--- config.mk ---
export PLATFORM = sky130hd
export DESIGN_NAME = tx_frame_sequencer
export DESIGN_NICKNAME = d
export VERILOG_FILES = /design/src/rtl/tx_frame_sequencer.sv
export SDC_FILE = /design/constraint.sdc
export NUM_CORES = 1
export LEC_CHECK = 0
export ABC_AREA = 1
export CORE_MARGIN = 8
export CORE_UTILIZATION = 51
export DETAILED_ROUTE_END_ITERATION = 16
export MAX_ROUTING_LAYER = met4
export PLACE_DENSITY_LB_ADDON = 0.08
export SLEW_MARGIN = 20
export SYNTH_ARGS = -nofsm -noshare
export SYNTH_HDL_FRONTEND = slang
export SYNTH_SLANG_ARGS = --single-unit
--- constraint.sdc ---
create_clock -name i_clk -period 1.6 [get_ports i_clk]
set_clock_uncertainty 0.1 [all_clocks]
set_input_delay 0.16 -clock i_clk [delete_from_list [all_inputs] [get_ports i_clk]]
set_output_delay 0.16 -clock i_clk [all_outputs]
set_load 0.1 [all_outputs]
--- src/rtl/tx_frame_sequencer.sv ---
// Serial TX framer: 0x7E start/end flags around buffer bytes with zero insertion,
// plus a 7-bit abort pattern. Reads bytes from an external buffer via a one-cycle strobe.
//   state        | meaning
//   S_IDLE       | line idles high, waits for a frame request
//   S_START_FLAG | sending opening 0x7E flag, first buffer read issued
//   S_DATA       | shifting bytes LSB-first, 0 inserted after five 1s
//   S_END_FLAG   | sending closing 0x7E flag
//   S_ABORT      | sending 0 followed by six 1s, frame discarded
module tx_frame_sequencer #(
    parameter int MAX_BYTES = 128
) (
    input  logic       i_clk,
    input  logic       i_rst,
    input  logic       i_tx_enable,
    input  logic [7:0] i_tx_frame_len,
    input  logic       i_tx_abort_frame,
    input  logic [7:0] i_tx_data,
    output logic       o_tx_rd_buff,
    output logic       o_tx,
    output logic       o_tx_busy,
    output logic       o_tx_done,
    output logic       o_tx_aborted_trans
);

    typedef enum logic [2:0] {
        S_IDLE,
        S_START_FLAG,
        S_DATA,
        S_END_FLAG,
        S_ABORT
    } state_t;

    localparam logic [7:0] LP_FLAG    = 8'h7E;
    localparam logic [7:0] LP_MAX_LEN = 8'(MAX_BYTES);

    state_t     r_state, w_state;
    logic [2:0] r_bit_cnt, w_bit_cnt;
    logic [2:0] r_ones, w_ones;
    logic [7:0] r_bytes_left, w_bytes_left;
    logic [7:0] r_shift, w_shift;
    logic [7:0] r_hold;
    logic       r_rd_d1;
    logic       r_tx, w_tx;
    logic       r_rd, w_rd;
    logic       r_busy;
    logic       r_done, w_done;
    logic       r_aborted, w_aborted;
    logic [2:0] w_cnt_inc;
    logic       w_data_bit;

    assign w_cnt_inc = r_bit_cnt + 3'd1;

    always_comb begin
        w_state      = r_state;
        w_bit_cnt    = r_bit_cnt;
        w_ones       = r_ones;
        w_bytes_left = r_bytes_left;
        w_shift      = r_shift;
        w_tx         = 1'b1;
        w_rd         = 1'b0;
        w_done       = 1'b0;
        w_aborted    = r_aborted;
        w_data_bit   = 1'b0;

        case (r_state)
            S_IDLE: begin
                if (i_tx_enable && (i_tx_frame_len != 8'd0)) begin
                    w_state      = S_START_FLAG;
                    w_bit_cnt    = 3'd0;
                    w_tx         = LP_FLAG[0];
                    w_rd         = 1'b1;
                    w_bytes_left = (i_tx_frame_len > LP_MAX_LEN) ? LP_MAX_LEN : i_tx_frame_len;
                    w_aborted    = 1'b0;
                    w_ones       = 3'd0;
                end
            end

            S_START_FLAG: begin
                if (r_bit_cnt != 3'd7) begin
                    w_bit_cnt = w_cnt_inc;
                    w_tx      = LP_FLAG[w_cnt_inc];
                end else begin
                    w_state      = S_DATA;
                    w_shift      = r_hold;
                    w_bit_cnt    = 3'd0;
                    w_bytes_left = r_bytes_left - 8'd1;
                    w_rd         = (r_bytes_left > 8'd1);
                    w_data_bit   = r_hold[0];
                    w_tx         = w_data_bit;
                    w_ones       = w_data_bit ? 3'd1 : 3'd0;
                end
            end

            S_DATA: begin
                // ones counter already covers the bit on the line, so five means stuff now
                if (r_ones == 3'd5) begin
                    w_tx   = 1'b0;
                    w_ones = 3'd0;
                end else if (r_bit_cnt != 3'd7) begin
                    w_bit_cnt  = w_cnt_inc;
                    w_data_bit = r_shift[w_cnt_inc];
                    w_tx       = w_data_bit;
                    w_ones     = w_data_bit ? (r_ones + 3'd1) : 3'd0;
                end else if (r_bytes_left != 8'd0) begin
                    w_shift      = r_hold;
                    w_bit_cnt    = 3'd0;
                    w_bytes_left = r_bytes_left - 8'd1;
                    w_rd         = (r_bytes_left > 8'd1);
                    w_data_bit   = r_hold[0];
                    w_tx         = w_data_bit;
                    w_ones       = w_data_bit ? (r_ones + 3'd1) : 3'd0;
                end else begin
                    w_state   = S_END_FLAG;
                    w_bit_cnt = 3'd0;
                    w_tx      = LP_FLAG[0];
                end
            end

            S_END_FLAG: begin
                if (r_bit_cnt != 3'd7) begin
                    w_bit_cnt = w_cnt_inc;
                    w_tx      = LP_FLAG[w_cnt_inc];
                end else begin
                    w_state = S_IDLE;
                    w_done  = 1'b1;
                end
            end

            S_ABORT: begin
                if (r_bit_cnt != 3'd6) begin
                    w_bit_cnt = w_cnt_inc;
                end else begin
                    w_state   = S_IDLE;
                    w_aborted = 1'b1;
                end
            end

            default: begin
                w_state = S_IDLE;
            end
        endcase

        // abort outranks every in-frame transition, including the final end-flag bit
        if (i_tx_abort_frame &&
            ((r_state == S_START_FLAG) || (r_state == S_DATA) || (r_state == S_END_FLAG))) begin
            w_state   = S_ABORT;
            w_bit_cnt = 3'd0;
            w_tx      = 1'b0;
            w_ones    = 3'd0;
            w_rd      = 1'b0;
            w_done    = 1'b0;
        end
    end

    always_ff @(posedge i_clk) begin
        if (i_rst) begin
            r_state      <= S_IDLE;
            r_bit_cnt    <= 3'd0;
            r_ones       <= 3'd0;
            r_bytes_left <= 8'd0;
            r_shift      <= 8'd0;
            r_hold       <= 8'd0;
            r_rd_d1      <= 1'b0;
            r_tx         <= 1'b1;
            r_rd         <= 1'b0;
            r_busy       <= 1'b0;
            r_done       <= 1'b0;
            r_aborted    <= 1'b0;
        end else begin
            r_state      <= w_state;
            r_bit_cnt    <= w_bit_cnt;
            r_ones       <= w_ones;
            r_bytes_left <= w_bytes_left;
            r_shift      <= w_shift;
            r_rd_d1      <= r_rd;
            if (r_rd_d1) begin
                r_hold <= i_tx_data;
            end
            r_tx         <= w_tx;
            r_rd         <= w_rd;
            r_busy       <= (w_state != S_IDLE);
            r_done       <= w_done;
            r_aborted    <= w_aborted;
        end
    end

    assign o_tx_rd_buff       = r_rd;
    assign o_tx               = r_tx;
    assign o_tx_busy          = r_busy;
    assign o_tx_done          = r_done;
    assign o_tx_aborted_trans = r_aborted;

endmodule

== Yosys cells after proc, flatten, opt, wreduce, memory -nomap -nowiden ==
Memory sizes are Yosys's and may differ from the RTL's.
Cells that the tools add are included.

* Bits in read-only memories: 8
* Logic and storage cells: 111
* Register bits: 39
* Memories: 1
* Input bits: 20
* Output and inout bits: 5

* Bitwise gates (word level): 1
* Add/sub/neg operators: 3
* Muxes and demuxes: 56
* Order comparisons: 3
* Equality and inequality tests: 16
* Reduce and logical (&&, ||, !) cells: 19

{| class="wikitable"
|+ Memories
! name !! depth !! bits a word !! rd ports !! clocked after Yosys merged registers in !! write ports !! RTL line !! text
|-
| (name not given) || 8 || 1 || 1 || 0 || 0 || 122 || <nowiki>w_tx = LP_FLAG[w_cnt_inc];</nowiki>
|}

{| class="wikitable"
|+ Operators by type and width
! kind !! count
|-
| 2-to-1 mux 8 bit || 10
|-
| 2-to-1 mux 3 bit || 19
|-
| one-hot mux 3 bit (5 select lines) || 2
|-
| one-hot mux 8 bit (3 select lines) || 1
|-
| 2-to-1 mux 1 bit || 18
|-
| inequality test 2 bit (second input constant) || 8
|-
| one-hot mux 8 bit (2 select lines) || 1
|-
| nonzero test 8 bit || 2
|-
| AND reduction 5 bit || 2
|-
| one-hot mux 3 bit (3 select lines) || 1
|-
| greater-than comparator 8 x 1 -> 1 bit (second input constant) || 1
|-
| greater-than comparator 8 bit (second input constant) || 1
|-
| subtractor 8 x 1 -> 8 bit (second input constant) || 1
|-
| adder 3 x 1 -> 3 bit (second input constant) || 2
|-
| equality test 3 x 2 -> 1 bit (second input constant) || 2
|-
| equality test 3 bit (second input constant) || 2
|-
| inequality test 3 bit (second input constant) || 2
|-
| AND reduction 6 bit || 1
|-
| nonzero test 3 bit || 2
|-
| nonzero test 5 bit || 1
|-
| < comparator 3 x 4 -> 1 bit (second input constant) || 1
|-
| inequality test 4 bit (second input constant) || 1
|-
| one-hot mux 1 bit (4 select lines) || 1
|-
| AND reduction 4 bit || 1
|-
| other kinds (12) || 15
|}

== Longest topological paths before layout ==
* Depth in word-level cells: 7
* Mapped depth: 11
* Gate-level depth less buffers: 11

== Least setup slack after synthesis ==
OpenSTA, ideal clock, no wires.

* Path kind: reg2reg
* From: register r_bit_cnt[0]
* To: register r_tx, in the netlist o_tx
* Clock period less this slack: 1801 ps
* Buffers on the path: 1
* Arrival time: 1576 ps
* Cell stages (with the launch flop): 11
* Library setup time: 125 ps
* Data required time: 1375 ps
* Slack: -201 ps
* Cell sequence: dfxtp_1 ha_1 ha_1 buf_2 inv_1 nor2_1 a21oi_1 a21oi_1 nand3_1 nand2_1 nand2_1

* Cells in the longest elaborated chain, start to end: 7
* Elaborated cells between the ends (all ways): 12
* Those cells by class: 1 x add/sub; 1 x eq/ne; 9 x mux; 1 x memory

{| class="wikitable"
|+ Ends and longest elaborated chain
! element !! RTL line !! text
|-
| start, declared || 37 || <nowiki>logic [2:0] r_bit_cnt, w_bit_cnt;</nowiki>
|-
| start signal, assigned || 171 || <nowiki>r_bit_cnt <= w_bit_cnt;</nowiki>
|-
| adder 3 x 1 -> 3 bit || 51 || <nowiki>assign w_cnt_inc = r_bit_cnt + 3'd1;</nowiki>
|-
| binary-select mux 1 bit (select 3 bit) || 101 || <nowiki>w_data_bit = r_shift[w_cnt_inc];</nowiki>
|-
| 2-to-1 mux 1 bit (implied by the code) || 101 ||
|-
| 2-to-1 mux 1 bit || 99 || <nowiki>end else if (r_bit_cnt != 3'd7) begin</nowiki>
|-
| 2-to-1 mux 1 bit || 96 || <nowiki>if (r_ones == 3'd5) begin</nowiki>
|-
| one-hot mux 1 bit (4 select lines) * || 65 || <nowiki>case (r_state)</nowiki>
|-
| 2-to-1 mux 1 bit * || 144 || <nowiki>if (i_tx_abort_frame &&</nowiki>
|-
| end signal, assigned || 179 || <nowiki>r_tx <= w_tx;</nowiki>
|-
| end, declared || 43 || <nowiki>logic r_tx, w_tx;</nowiki>
|}

Mark *: on every way between the ends. The rest lies on a longest branch, timed or not. The select of a mux whose other input is x is not followed.
A chain may end at the register's enable or synchronous reset.

== Worst setup path in the final report ==
* From: register r_bit_cnt[0]
* To: register r_ones[2]

* Cells in the longest elaborated chain, start to end: 7
* Elaborated cells between the ends (all ways): 11
* Those cells by class: 1 x add/sub; 3 x eq/ne; 6 x mux; 1 x reduce/logical

{| class="wikitable"
|+ Ends and longest elaborated chain
! element !! RTL line !! text
|-
| adder 3 x 1 -> 3 bit || 51 ||
|-
| binary-select mux 1 bit (select 3 bit) || 101 ||
|-
| 2-to-1 mux 1 bit (implied by the code) || 101 ||
|-
| 2-to-1 mux 3 bit || 103 || <nowiki>w_ones = w_data_bit ? (r_ones + 3'd1) : 3'd0;</nowiki>
|-
| 2-to-1 mux 3 bit || 99 ||
|-
| 2-to-1 mux 3 bit || 96 ||
|-
| one-hot mux 3 bit (3 select lines) || 65 ||
|-
| end signal, assigned || 172 || <nowiki>r_ones <= w_ones;</nowiki>
|-
| end, declared || 38 || <nowiki>logic [2:0] r_ones, w_ones;</nowiki>
|}

Several ways; a longest one is shown, not always the timed one. The select of a mux whose other input is x is not followed.

==> metrics <==
status complete, but fails checks; failing checks negative setup slack; Synth async-reset ratio 0; clock tree buffer depth 2; hold_ws around 350 ps; power density over cell area 893 mW/mm2; # Max-Cap Violations 0; reg2reg start r_bit_cnt[0]; Initial Util 0.523; Leak Pwr 1.50 nW; largest family of logic cells by synthesized area simple AND/OR/NAND/NOR gates; largest area contributor in the netlist dfxtp_1; mean post-synth cell area between 6 and 7 um2; Hold Path Cell Cnt 3; HP Class primary input to register; grt ovf 0; Syn Nets 357; crit end category register; # port buffers 24; worst path required time roughly 1700 ps; global placement routability congestion approximately 0.88; final max-slew violation count 0; post-synthesis adder-cell area fraction 0.0498; final hold vios 0; Worst Hold End r_hold[3]; part of the Yosys area used for sequential elements 0.345; vias in the first global route 2268; Netlist cell types 33; WL/cell between 10 and 15 um; Final ANT Viol Nets 0; IO Pins 25; antenna cells 0; total power between 2 and 3 mW; crit path DAT about 1800 ps; initial antenna violation count 0; YS warnings 0; Core Util, Final 0.769; Worst R2R Setup Slack -20 ps; xor/xnor share of the synthesized area 0.0116; fin cells between 400 and 500; Post-synth EDFFs 0; Max Clk Rate ~620 MHz; hold buffers post-CTS 0; worst setup path class register to register; top cell type's share of synthesized area 0.345; Reg2Reg Depth 9; clk slew on worst S/H paths roughly 80 ps; Die Y 82.6 um; R2R Path End r_ones[2]; min-delay src i_tx_data[3]; Post-Place Setup Slack -192 ps; RSZ-0062 raised after global routing true; final net count 440; Yosys reg bits 39; Synth Area in Compound Gates 0.157; fin crit period around 1600 ps; Post-Syn Area approximately 0.0023 mm2; core area roughly 0.0043 mm2; # setup viols final 7; CTS H-tree depth 2; DIE WIDTH roughly 83 um; Area growth, synth to finish 46.9%; total CTS buffers 5; Startpoint Class register; vias roughly 2400; Max VDD drop between 800 and 900 uV; mux cell area share after synthesis 0; DRT iter0 DRCs 82; layout cells sized above 1 0.335; largest net degree at the start of global routing 18; worst skew pair latency 290 ps; GRT Total Usage 0.190; Post-Synthesis Cells 328; Cell Rows 24; first-pass GRT wire length approximately 9.9 mm; Tightest Pin Transition between 200 and 300 ps; Final period util 1.02; root buf cell clkbuf_8; final worst slack -24.9 ps; drt first pass iters 4; Post-Place Cells 447; DR DRC count 0; FILL cells approximately 320; Max FO, Critical Path 6; die area approximately 0.007 mm2; predominant post-synthesis flop cell dfxtp_1; relative slew slack 0.813; CTS tree yes; DRT Wirelength 6.16 mm; Synth area leaders dfxtp_1 (35%), nand2_1 (10%), nor2_1 (10%); Simple-Gate Fraction of Synth Area 0.347; Via-to-Cell Ratio about 5.1; Post-DP HPWL 4.42 mm; CTS sink count 39
cell families (layout without fill, tap and decap cells):
| kind of cell | Yosys count | in the layout |
|---|---|---|
| buffers and inverters | 48 | 131 |
| AND/OR/NAND/NOR | 170 | 171 |
| flip-flops | 39 | 39 |
| XOR/XNOR | 3 | 3 |
| adder cells (fa/ha/maj) | 9 | 9 |
| AO/OA/AOI/OAI | 59 | 59 |
stage by stage:
step | instance area [um2] | setup TNS (ps)
after floorplan | 2310 | 0
after global placement | 3000 | -1830
after detailed placement | 3000 | -2300
after CTS | 3170 | -165
after global routing | 3320 | -2020
final | 3320 | -86.8
worst max-delay path by stage:
stage                      startpoint              end  slack (ps)  cells after the start
floorplan                r_bit_cnt[0]             o_tx          10                     10
global placement    i_tx_frame_len[0]  r_bytes_left[7]        -130                      9
detailed placement  i_tx_frame_len[4]  r_bytes_left[7]        -190                      9
CTS                      r_bit_cnt[1]  r_bytes_left[7]         -40                      9
global route             r_bit_cnt[0]        r_ones[2]        -150                      9
finish                   r_bit_cnt[0]        r_ones[2]         -20                      9
metal layers:
metal	wire length [um]	global-route usage	vias to the layer above
met2	2930	0.309	59
met4	64	0.0569	0
met5	0	-	-
met3	286	0.0335	6
met1	2880	0.235	1060
li1	-	-	1225
final cells by class:
class,count,area (um2),area share
clock inverter,2,12.5,0.00377
sequential,39,793,0.239
inverter,42,170,0.0512
multi-input combinational,242,1460,0.440
tap,52,65.1,0.0196
timing repair buffer,81,747,0.225
clock buffer,6,72.6,0.0218
flip-flops by register name (all words and copies together) (netlist names):
| register | flops |
|---|---|
| o_tx | 1 |
| o_tx_aborted_trans | 1 |
| o_tx_busy | 1 |
| o_tx_done | 1 |
| o_tx_rd_buff | 1 |
| r_bit_cnt | 3 |
| r_bytes_left | 8 |
| r_hold | 8 |
| r_ones | 3 |
| r_rd_d1 | 1 |
| r_shift | 8 |
| r_state | 3 |
worst max-delay path: stages (launching register included):
cell and delay (ps):
dfxtp_4 370, ha_4 130, ha_4 190, inv_6 60, a31oi_4 180, buf_12 150
nand3_2 110, nand2_1 90, nand2_1 50, a21oi_1 120
report_power, final:
group          total, mW  switching [mW]  leakage, nW  internal, mW
clock              0.667           0.362       0.0412         0.305
sequential          1.12          0.0628        0.322          1.05
combinational       1.19           0.659         1.14         0.528
cells in the final DEF (no fill, tap or decap), drive strengths merged, types with 3 or more instances in the layout:
cell type       n
xor2            3
ha              9
o21ai          31
dfxtp          39
a21oi          22
nor3            4
buf            62
nor2           67
inv            41
clkdlybuf4s50  19
nand3          27
clkbuf          6
nand4           5
nand2          67
synth_stat cells (2+ instances only):
master / count
xor2_1: 3
nor2_4: 2
a21oi_1: 20
nor3_1: 4
nand3_1: 24
inv_4: 2
clkbuf_1: 3
a21oi_2: 2
o21ai_2: 3
nor2_2: 5
nand4_1: 4
nand3_4: 2
dfxtp_1: 39
nand2_2: 5
buf_6: 2
o21ai_0: 24
o21ai_1: 3
nand2_4: 2
o211ai_1: 2
nand2_1: 60
ha_1: 9
nor2_1: 60
inv_2: 4
inv_1: 35
repair_timing:
action                                 4_1_cts  5_1_grt
endpoints found under the hold margin        0        0
pin swaps                                   11       22
setup endpoints to repair                   15       26
cloned                                       1        0
buffers inserted                             4        4
resized for setup                            9       40
Power figures use the tool's default switching activity.
